===== config.mk =====
export PLATFORM = sky130hd
export DESIGN_NAME = scale_mux_arbiter
export DESIGN_NICKNAME = d
export VERILOG_FILES = /design/src/rtl/scale_mux_arbiter.sv
export SDC_FILE = /design/constraint.sdc
export NUM_CORES = 1
export LEC_CHECK = 0
export CAP_MARGIN = 20
export CORE_ASPECT_RATIO = 0.75
export CORE_MARGIN = 2
export CORE_UTILIZATION = 43
export CTS_CLUSTER_SIZE = 10
export DETAILED_ROUTE_END_ITERATION = 16
export MAX_ROUTING_LAYER = met4
export PLACE_DENSITY = 0.81
export SETUP_SLACK_MARGIN = 0.5
export SYNTH_ARGS = -nofsm -noshare
export SYNTH_HDL_FRONTEND = slang
export SYNTH_SLANG_ARGS = --single-unit

===== constraint.sdc =====
create_clock -name clk -period 1.8 [get_ports clk]
set_input_delay 0.36 -clock clk [delete_from_list [all_inputs] [get_ports clk]]
set_output_delay 0.36 -clock clk [all_outputs]
set_load 0.05 [all_outputs]

===== src/rtl/scale_mux_arbiter.sv =====
// rtl/scale_mux_arbiter.sv - round-robin two-requester arbiter sharing one scale_mux
// into a one-entry registered output with valid/ready on both sides.

module scale_mux #(
   parameter int WIDTH = 8
) (
   input  logic [WIDTH-1:0] in_a,
   input  logic [WIDTH-1:0] in_b,
   input  logic             sel_a,
   output logic [WIDTH-1:0] mux_out
);
   assign mux_out = sel_a ? in_a : in_b;
endmodule

module scale_mux_arbiter #(
   parameter int WIDTH = 8
) (
   input  logic             clk,
   input  logic             rst,
   input  logic             a_valid,
   input  logic [WIDTH-1:0] a_data,
   output logic             a_ready,
   input  logic             b_valid,
   input  logic [WIDTH-1:0] b_data,
   output logic             b_ready,
   output logic             out_valid,
   output logic [WIDTH-1:0] out_data,
   output logic             out_src,
   input  logic             out_ready,
   output logic [7:0]       grant_cnt_a,
   output logic [7:0]       grant_cnt_b
);
   logic             out_valid_q, out_valid_d;
   logic [WIDTH-1:0] out_data_q, out_data_d;
   logic             out_src_q, out_src_d;
   logic             last_grant_a_q, last_grant_a_d;
   logic [7:0]       cnt_a_q, cnt_a_d;
   logic [7:0]       cnt_b_q, cnt_b_d;

   logic             load;
   logic             grant_a;
   logic             grant_b;
   logic             accept;
   logic [WIDTH-1:0] mux_data;

   scale_mux #(.WIDTH(WIDTH)) u_mux (
      .in_a    (a_data),
      .in_b    (b_data),
      .sel_a   (grant_a),
      .mux_out (mux_data)
   );

   // On a tie the requester that did not win last time gets the slot.
   always_comb begin
      grant_a = a_valid && (!b_valid || !last_grant_a_q);
      grant_b = b_valid && (!a_valid || last_grant_a_q);
      load    = !out_valid_q || out_ready;
      a_ready = !rst && load && grant_a;
      b_ready = !rst && load && grant_b;
      accept  = (a_valid && a_ready) || (b_valid && b_ready);
   end

   always_comb begin
      out_valid_d    = out_valid_q;
      out_data_d     = out_data_q;
      out_src_d      = out_src_q;
      last_grant_a_d = last_grant_a_q;
      cnt_a_d        = cnt_a_q;
      cnt_b_d        = cnt_b_q;
      if (accept) begin
         out_valid_d    = 1'b1;
         out_data_d     = mux_data;
         out_src_d      = grant_a;
         last_grant_a_d = grant_a;
         if (grant_a && cnt_a_q != 8'hFF) cnt_a_d = cnt_a_q + 8'd1;
         if (grant_b && cnt_b_q != 8'hFF) cnt_b_d = cnt_b_q + 8'd1;
      end else if (out_ready && out_valid_q) begin
         out_valid_d = 1'b0;
      end
   end

   always_ff @(posedge clk) begin
      if (rst) begin
         out_valid_q    <= 1'b0;
         out_data_q     <= '0;
         out_src_q      <= 1'b0;
         last_grant_a_q <= 1'b0;
         cnt_a_q        <= 8'd0;
         cnt_b_q        <= 8'd0;
      end else begin
         out_valid_q    <= out_valid_d;
         out_data_q     <= out_data_d;
         out_src_q      <= out_src_d;
         last_grant_a_q <= last_grant_a_d;
         cnt_a_q        <= cnt_a_d;
         cnt_b_q        <= cnt_b_d;
      end
   end

   assign out_valid   = out_valid_q;
   assign out_data    = out_data_q;
   assign out_src     = out_src_q;
   assign grant_cnt_a = cnt_a_q;
   assign grant_cnt_b = cnt_b_q;
endmodule


== After elaboration in Yosys (flattened, before gate mapping) ==
Cells that the tools add are included.

* Register bits: 26
* Input bits: 21

* Add/sub/neg operators: 2
* Equality and inequality tests: 2
* Mux-type cells: 3
* Reductions and logical operators: 22

{| class="wikitable"
|+ Operators by type and width
! kind !! count
|-
| $add A8 B1 Y8 const B || 2
|-
| $ne A8 B8 Y1 const B || 2
|-
| $logic_and A1 B1 Y1 || 10
|-
| $mux W8 || 1
|-
| $logic_not A1 Y1 || 5
|-
| $logic_or A1 B1 Y1 || 4
|-
| $reduce_and A2 Y1 || 2
|-
| $mux W1 || 2
|-
| $reduce_bool A2 Y1 || 1
|}

== Logic depth before layout (Yosys ltp) ==
Gate-level depths: netlist (run 1).

* Depth after elaboration: 7
* Mapped depth: 7
* Mapped depth without buffers: 5

== Cells and area by module ==
From an unflattened synthesis (run 1), not the netlist that was laid out.

* Cell total of the unflattened synthesis: 147
* Area, all modules: 1,377.6 µm²

{| class="wikitable"
|+ Modules (own cells, without submodules)
! module !! instances !! cells an instance !! area each (µm²)
|-
| scale_mux_arbiter || 1 || 138 || 1,246.2
|-
| scale_mux || 1 || 9 || 131.4
|}

== Worst setup path after synthesis (run 1) ==
Ideal clock, no wire load.

* Path type: register to register
* Start point: reg last_grant_a_q
* End point: reg last_grant_a_q
* Setup time: 0.116 ns
* Data arrival time: 1.933 ns
* Slack: -0.249 ns
* Stages on the path, launching flop included: 7
* Period minus slack after synthesis: 2.049 ns
* Path through: dfxtp_1 > a21boi_1 > buf_4 > nand3_1 > clkbuf_1 > inv_1 > a31o_2

* Cells in the longest elaborated chain, start to end: 6

{| class="wikitable"
|+ RTL lines
! element !! RTL line !! RTL
|-
| from (decl) || 36 || <nowiki>logic last_grant_a_q, last_grant_a_d;</nowiki>
|-
| from (signal assigned) || 94 || <nowiki>last_grant_a_q <= last_grant_a_d;</nowiki>
|-
| $logic_not A1 Y1 || 55 || <nowiki>grant_a = a_valid && (!b_valid || !last_grant_a_q);</nowiki>
|-
| $logic_or A1 B1 Y1 || 55 ||
|-
| $logic_and A1 B1 Y1 || 55 ||
|-
| $logic_and A1 B1 Y1 || 58 || <nowiki>a_ready = !rst && load && grant_a;</nowiki>
|-
| net a_ready || 22 || <nowiki>output logic a_ready,</nowiki>
|-
| $logic_and A1 B1 Y1 || 60 || <nowiki>accept = (a_valid && a_ready) || (b_valid && b_ready);</nowiki>
|-
| $logic_or A1 B1 Y1 || 60 ||
|}

The timed path passes the listed nets, and every way through them passes these cells.
A chain may end at the register's enable or synchronous reset.

== Worst setup path in the final report (run 1) ==
* Start point: reg out_valid_q (netlist: out_valid)
* End point: out b_ready

* Cells in the longest elaborated chain, start to end: 4

{| class="wikitable"
|+ RTL lines
! element !! RTL line !! RTL
|-
| from (decl) || 33 || <nowiki>logic out_valid_q, out_valid_d;</nowiki>
|-
| from (signal assigned) || 91 || <nowiki>out_valid_q <= out_valid_d;</nowiki>
|-
| $logic_not A1 Y1 || 57 || <nowiki>load = !out_valid_q || out_ready;</nowiki>
|-
| $logic_or A1 B1 Y1 || 57 ||
|-
| $logic_and A1 B1 Y1 (2 in series) || 59 || <nowiki>b_ready = !rst && load && grant_b;</nowiki>
|-
| to (decl) || 25 || <nowiki>output logic b_ready,</nowiki>
|}

No other way between the ends.

==> summary.txt, run 1 <==
Status
  • Outcome: finished, violations left
  • Failing checks: negative setup slack

Synth
  • Cells after Synth: around 140
  • Ys flop type: dfxtp_1
  • Netlist cell types: 35
  • Syn_area_per_cell: approximately 9.1 um2
  • Syn nets: 160
  • EDFF count, synth: 0
  • FF+latch count, synth: 26
  • Synth Warn #: 0
  • Post-Synthesis Cell Area: 1250 um2
  • Fraction of registers with async set/reset: 0%
  • Post-synthesis sequential area ratio: about two fifths

STA
  • Post-route minimum period: roughly 1.8 ns
  • Worst slew pin tran: 0.469 ns
  • Final setup vio count: 1
  • RSZ-0062 raised after global routing: true
  • Crit share post-route: 103%
  • Final Slew Violations: 0
  • Fin Clk Skew: a little over 0.008 ns
  • Max Freq: between 500 and 600 MHz
  • PnR worst setup slack: -0.0463 ns
  • Hold WS: ~0.50 ns
  • Fin. Hold Viols: 0
  • Slew HR: approximately 70%

Pwr
  • LEAKAGE: 0.848 nW
  • PwrDens: roughly 620 nW/um2
  • Gate power share: between 20% and 30%
  • Share of power burned in registers: about 46%
  • Worst vdd ir: about 500 uV
  • Sw frac: a little under a third
  • Sw power: approximately 0.00043 W
  • Clock network fraction of total power: 25.8%
  • P_int: approximately 0.00093 W

Placement
  • Dpl cell area: ~1900 um2
  • Inst Count DP: between 200 and 250
  • Routability cong.: 0.896
  • Setup Slack @ Placement: -0.365 ns
  • Post-detail-place hpwl: about 2.5 mm
  • Number of port buffers: 48

Clock network
  • Deepest clock path buffer count: 2
  • TritonCTS clock tree: yes
  • Hold-fix buffers at CTS: 0
  • CTS root buf: clkbuf_8
  • CTS Buf Count: 3
  • CTS sink cnt: 26
  • Clock latency on the worst-skew pair: 0.28 ns
  • Clock slew at reported path FFs: roughly 0.1 ns
  • H-tree Lvls: 1

Flow run
  • Max-cap viol count: 0

Floorplanning
  • Core Box Area: 2680 um2
  • Full die area: between 3000 and 4000 um2
  • Row count: 16
  • Starting Density: between 40% and 50%
  • Die width: 66.3 um
  • Ports: a little under 50
  • Die H: around 51 um

Critical path
  • Worst path cell trace: nor2b_4 -> or4b_4 -> inv_8 -> buf_12
  • Critical path class: reg2out
  • CP required: 1.44 ns
  • CP top delay family: simple AND/OR/NAND/NOR gates
  • CP endpoint kind: primary output
  • CP bufs+invs: 2
  • Worst Path Arrival: around 1.5 ns
  • Slowest-stage cell, CP: or4b_4
  • Critical-path maximum fanout: 2
  • Startpoint types: register
  • Worst path max stage delay: between 0.5 and 0.6 ns

Global routing
  • Tot GR Track Use: between 20% and 30%
  • Global-route wire length before repair: a little over 6 mm
  • Initial antenna violation count: 0
  • Number of global-route vias before repair: between 1,000 and 1,500
  • Grt ovf: 0
  • Pin count of the biggest net entering global routing: 18

Cells and area
  • Nets: between 200 and 250
  • Layout cell share with drive strength beyond 1: roughly half
  • Core Util, Final: between 80% and 90%
  • Diode count: 0
  • Design area: approximately 2200 um2
  • Final cell count without fillers: about 240
  • Area Overhead vs Synth: 75.1%
  • # fillers: roughly 180

Route
  • Violation count after the first detailed-routing iteration: 192
  • Vias per cell: roughly 5.7
  • Detailed-route wire length: roughly 4.0 mm
  • Vias: between 1,000 and 1,500
  • Number of routed nets with antenna violations: 0
  • DRC violations left: 0
  • WL/cell: about 16 um
  • Pre-antenna DRT Iters: 4

Hold path
  • Worst hold path class: reg2reg
==> Yosys cell counts (3+ instances only) <==
cell type,instances,area (um2)
mux2i_1,10,100
nand2_1,4,15.0
inv_1,3,11.3
or3_1,5,31.3
nand4_1,4,25.0
clkbuf_1,3,11.3
o31ai_1,5,37.5
nor2_1,10,37.5
o21ai_0,5,25.0
a211oi_1,9,67.6
nand3_1,6,30.0
a21oi_1,11,55.1
dfxtp_1,26,521
nand3b_1,3,22.5
or4_1,3,22.5
and2_1,3,18.8
nor3_1,4,20.0
==> tightest hold or removal path: cells and delay by family, from the launching register on <==
| family | cells | cell delay [ns] |
|---|---|---|
| flops | 1 | 0.33 |
| simple gates | 1 | 0.09 |
| compound gates | 1 | 0.04 |
==> flip-flops by register name, indices dropped and copies added (netlist names) <==
register	flops
grant_cnt_b	8
last_grant_a_q	1
out_valid	1
grant_cnt_a	8
out_data	8
==> cells in the final DEF, fill, tap and decap left out, types with 2 or more instances in the layout <==
cell	count
o21ai_0	4
nor2_4	7
dfxtp_1	11
buf_12	2
a211oi_2	6
nand3_1	5
or4_1	3
buf_4	35
and2_1	2
a211oi_1	3
nor3_2	3
o31ai_1	5
clkdlybuf4s50_1	16
dfxtp_2	9
and3_1	2
nand2_1	4
buf_6	15
dlygate4sd2_1	3
a31oi_1	2
nand3b_1	3
or3_1	5
mux2i_1	10
nor2_2	2
nand4_1	4
clkbuf_8	3
and4_1	2
a21oi_1	10
dfxtp_4	6
inv_1	2
==> cell type report <==
cell class / instances / area, um2 / area share [%]
clock buffers: 3 / 41.3 / 1.89
clock inverters: 1 / 3.75 / 0.172
inverters: 4 / 26.3 / 1.20
multi-input cells: 101 / 850 / 38.8
flip-flops and latches: 26 / 554 / 25.3
well taps: 36 / 45.0 / 2.06
repair buffers: 72 / 668 / 30.5
==> power by group through the flow <==
stage	registers, W	logic, W	clock network [W]
after global placement	0.000624	0.000303	0
final	0.000620	0.000387	0.000349
after floorplan	0.000703	0.000102	0
after CTS	0.000612	0.000352	0.000350
after global routing	0.000622	0.000408	0.000379
after detailed placement	0.000625	0.000308	0
==> routing by layer <==
layer	share of wire (%)	GRT usage, %	vias up
li1	-	-	664
met1	41	28.4	647
met2	51	43.8	66
met3	6.5	6.28	9
met4	1.6	8.16	0
met5	0	-	-
==> final timing paths <==
path                                 start                           to  slack, ns  depth (start not counted)
setup / recovery    out_valid$_SDFFE_PP0P_                      b_ready      -0.05                          4
hold / removal    out_data[6]$_SDFFE_PP0P_     out_data[6]$_SDFFE_PP0P_       0.50                          2
setup reg to reg    out_valid$_SDFFE_PP0P_  grant_cnt_b[5]$_SDFFE_PP0P_       0.02                          9
hold reg to reg   out_data[6]$_SDFFE_PP0P_     out_data[6]$_SDFFE_PP0P_       0.50                          2
==> timing repair <==
item	in CTS	in global routing
setup buffers	11	0
gates resized for setup	29	27
pin swaps	12	1
cloned	1	0
endpoints found under the setup margin	28	32
==> cell families after synthesis <==
group	after synthesis	share of synthesized area [%]
mux	10	8.01
simple gates	51	24.1
fa+ha+maj	2	2.00
flops	26	41.6
compound gates	38	20.2
buf+inv	10	4.00
==> stage by stage <==
stage          TNS [ns]  total power [W]
3_5_place_dp      -4.34         0.000933
4_1_cts         -0.0386          0.00131
3_3_place_gp      -3.88         0.000927
6_report        -0.0463          0.00136
5_1_grt          -0.172          0.00141
2_1_floorplan         0         0.000806
No activity file was read; power rests on OpenSTA's default activity.
==> inputs of run 2 (changes only) <==
--- a/config.mk
+++ b/config.mk
@@ -8,11 +8,11 @@
 export CAP_MARGIN = 20
 export CORE_ASPECT_RATIO = 0.75
 export CORE_MARGIN = 2
-export CORE_UTILIZATION = 43
+export CORE_UTILIZATION = 40
 export CTS_CLUSTER_SIZE = 10
 export DETAILED_ROUTE_END_ITERATION = 16
 export MAX_ROUTING_LAYER = met4
-export PLACE_DENSITY = 0.81
+export PLACE_DENSITY = 0.76
 export SETUP_SLACK_MARGIN = 0.5
 export SYNTH_ARGS = -nofsm -noshare
 export SYNTH_HDL_FRONTEND = slang
==> summary.txt, run 2 (same netlist as run 1, synthesis figures left out) <==
Global routing
  • Global-route wire length before repair: 6.22 mm (+0.78%)
  • Tot GR Track Use: 24.3% (-0.88 points)
  • Initial antenna violation count: 0 (unchanged)
  • Pin count of the biggest net entering global routing: 16 (-2)
  • Grt ovf: 0 (unchanged)
  • Number of global-route vias before repair: 1,276 (-2.5%)

Placement
  • Number of port buffers: 48 (unchanged)
  • Routability cong.: 0.791 (-12%)
  • Setup Slack @ Placement: -0.370 ns (-0.00467 ns)
  • Dpl cell area: 1830 um2 (-1.5%)
  • Post-detail-place hpwl: 2.46 mm (-0.53%)

STA
  • Crit share post-route: 106% (+3.6 points)
  • Max Freq: 523 MHz (-3.4%)
  • Hold WS: 0.500 ns (-0.00281 ns)
  • Slew HR: 75.2% (+6.5 points)
  • Fin Clk Skew: 0.00820 ns (+0.000113 ns)
  • Fin. Hold Viols: 0 (unchanged)
  • Final Slew Violations: 0 (unchanged)
  • Post-route minimum period: 1.91 ns (+0.0645 ns)
  • RSZ-0062 raised after global routing: true
  • Worst slew pin tran: 0.371 ns (-0.0974 ns)
  • PnR worst setup slack: -0.111 ns (-0.0645 ns)
  • Final setup vio count: 6 (+5)

Clock network
  • Clock latency on the worst-skew pair: 0.28 ns (about the same)
  • H-tree Lvls: 1 (unchanged)
  • CTS root buf: clkbuf_8
  • CTS sink cnt: 26 (unchanged)
  • TritonCTS clock tree: yes
  • Deepest clock path buffer count: 2 (unchanged)
  • Clock slew at reported path FFs: 0.10 ns (about the same)
  • CTS Buf Count: 3 (unchanged)

Critical path
  • Path depth of the worst reg2reg path: 6 (-3)
  • Critical-path maximum fanout: 8 (+6)
  • Setup slack, reg-to-reg: -0.11 ns (-0.13 ns)
  • CP endpoint kind: register
  • CP required: 2.02 ns (+0.58 ns)
  • Startpoint types: input pin
  • Critical path class: in2reg
  • Reg2reg start: out_valid$_SDFFE_PP0P_
  • RR Endpoint: grant_cnt_b[6]$_SDFFE_PP0P_
  • Worst Path Arrival: 2.14 ns (+0.65 ns)

Floorplanning
  • Core Box Area: 2960 um2 (+10%)
  • Die H: 52.4 um (+3.4%)
  • Die width: 68.6 um (+3.5%)
  • Starting Density: 42.3% (-4.3 points)
  • Full die area: 3590 um2 (+7.0%)
  • Row count: 17 (+1)
  • Ports: 49 (unchanged)

Route
  • Vias: 1,455 (+5.0%)
  • Vias per cell: 5.96 (+4.5%)
  • Detailed-route wire length: 4.75 mm (+19%)
  • DRC violations left: 0 (unchanged)
  • Pre-antenna DRT Iters: 4 (unchanged)
  • Number of routed nets with antenna violations: 0 (unchanged)
  • WL/cell: 19.5 um (+18%)
  • Violation count after the first detailed-routing iteration: 107 (-44%)

Cells and area
  • Layout cell share with drive strength beyond 1: 51.0% (+2.7 points)
  • Area Overhead vs Synth: 82.4%
  • FF/Latch Area: 554 um2 (unchanged)
  • Most common cell after layout, fill and taps aside: buf_4
  • # fillers: 187 (+2.7%)
  • Diode count: 0 (unchanged)
  • Nets: 230 (-0.43%)
  • Most frequent cells in the layout: buf_4, clkdlybuf4s50_1, buf_6, dfxtp_1
  • Design area: 2280 um2 (+4.2%)
  • Multi-input logic area: 885 um2 (+4.1%)

Pwr
  • Share of power burned in registers: 42.6% (-3.1 points)
  • PwrDens: 635 nW/um2 (+2.4%)
  • P_int: 0.00101 W (+9.0%)
  • Worst vdd ir: 503 uV (+0.65%)
  • Sw power: 0.000437 W (+1.7%)
  • LEAKAGE: 0.874 nW (+3.0%)
  • Gate power share: 26.3% (-2.2 points)
  • Sw frac: 30.2% (-1.5 points)
  • Clock network fraction of total power: 31.1% (+5.3 points)

Hold path
  • HP Start: grant_cnt_b[1]$_SDFFE_PP0P_
  • Worst Hold Path EP: grant_cnt_b[1]$_SDFFE_PP0P_
  • Worst hold path class: reg2reg
  • Hold-critical path depth: 2 (unchanged)

Status
  • Outcome: finished, violations left
  • Failing checks: negative setup slack

Flow run
  • Max-cap viol count: 0 (unchanged)
[run 2: what timing repair did]
item / 4_1_cts / 5_1_grt
resized for setup: 25 / 40
endpoints found under the setup margin: 28 / 33
hold buffers: 0 / 0
buffers inserted: 10 / 4
cloned: 1 / 0
pin swaps: 6 / 8
[run 2: cell type report]
cell class / instances / share of cell area (%)
Sequential cell: 26 / 24.3
Multi-Input combinational cell: 101 / 38.8
Clock buffer: 4 / 2.91
Tap cell: 38 / 2.09
Inverter: 4 / 1.15
Timing Repair Buffer: 71 / 30.7
[run 2: worst max path at each step]
| stage | from | end | cells past startpoint |
|---|---|---|---|
| after detailed placement | out_ready | grant_cnt_b[5]$_SDFFE_PP0P_ | 7 |
| after global placement | out_ready | grant_cnt_b[6]$_SDFFE_PP0P_ | 5 |
| final | a_valid | grant_cnt_b[6]$_SDFFE_PP0P_ | 7 |
| after global routing | a_valid | grant_cnt_b[6]$_SDFFE_PP0P_ | 7 |
| after floorplan | out_valid$_SDFFE_PP0P_ | grant_cnt_b[0]$_SDFFE_PP0P_ | 5 |
| after CTS | out_valid$_SDFFE_PP0P_ | b_ready | 4 |
[run 2: power by group through the flow]
| stage | combinational [W] | clock [W] | sequential [W] |
|---|---|---|---|
| after floorplan | 0.000102 | 0 | 0.000703 |
| after global placement | 0.000294 | 0 | 0.000625 |
| after detailed placement | 0.000302 | 0 | 0.000626 |
| after CTS | 0.000343 | 0.000442 | 0.000613 |
| after global routing | 0.000400 | 0.000479 | 0.000619 |
| final | 0.000381 | 0.000449 | 0.000617 |
[run 2: stage by stage]
| step | power, W | util [%] | std cells | TNS [ns] |
|---|---|---|---|---|
| final | 0.00145 | 77.1 | 244 | -0.354 |
| after global routing | 0.00150 | 77.1 | 244 | -0.637 |
| after floorplan | 0.000806 | - | 137 | 0 |
| after CTS | 0.00140 | 70.5 | 240 | -0.0673 |
| after global placement | 0.000920 | 62.0 | 225 | -4.72 |
| after detailed placement | 0.000928 | 62.0 | 225 | -5.63 |
[run 2: metal layers]
metal | wire length, um | up-vias | GRT usage, %
li1 | - | 662 | -
met1 | 1850 | 690 | 30.6
met2 | 2360 | 86 | 39.1
met3 | 376 | 17 | 5.59
met4 | 162 | 0 | 7.00
met5 | 0 | - | -
[run 2: critical path, cell delays in order]
cell             delay (ns)
clkdlybuf4s15_1        0.22
nor2b_1                0.15
or4b_4                 0.57
buf_4                  0.18
buf_6                  0.14
or3_1                  0.36
a21oi_2                0.15
==> inputs of run 3 (changes only) <==
--- a/config.mk
+++ b/config.mk
@@ -14,6 +14,7 @@
 export MAX_ROUTING_LAYER = met4
 export PLACE_DENSITY = 0.76
 export SETUP_SLACK_MARGIN = 0.5
+export SLEW_MARGIN = 40
 export SYNTH_ARGS = -nofsm -noshare
 export SYNTH_HDL_FRONTEND = slang
 export SYNTH_SLANG_ARGS = --single-unit
==> results of run 3 <==
No change in the layout: final DEF, timing and power equal those of run 2.
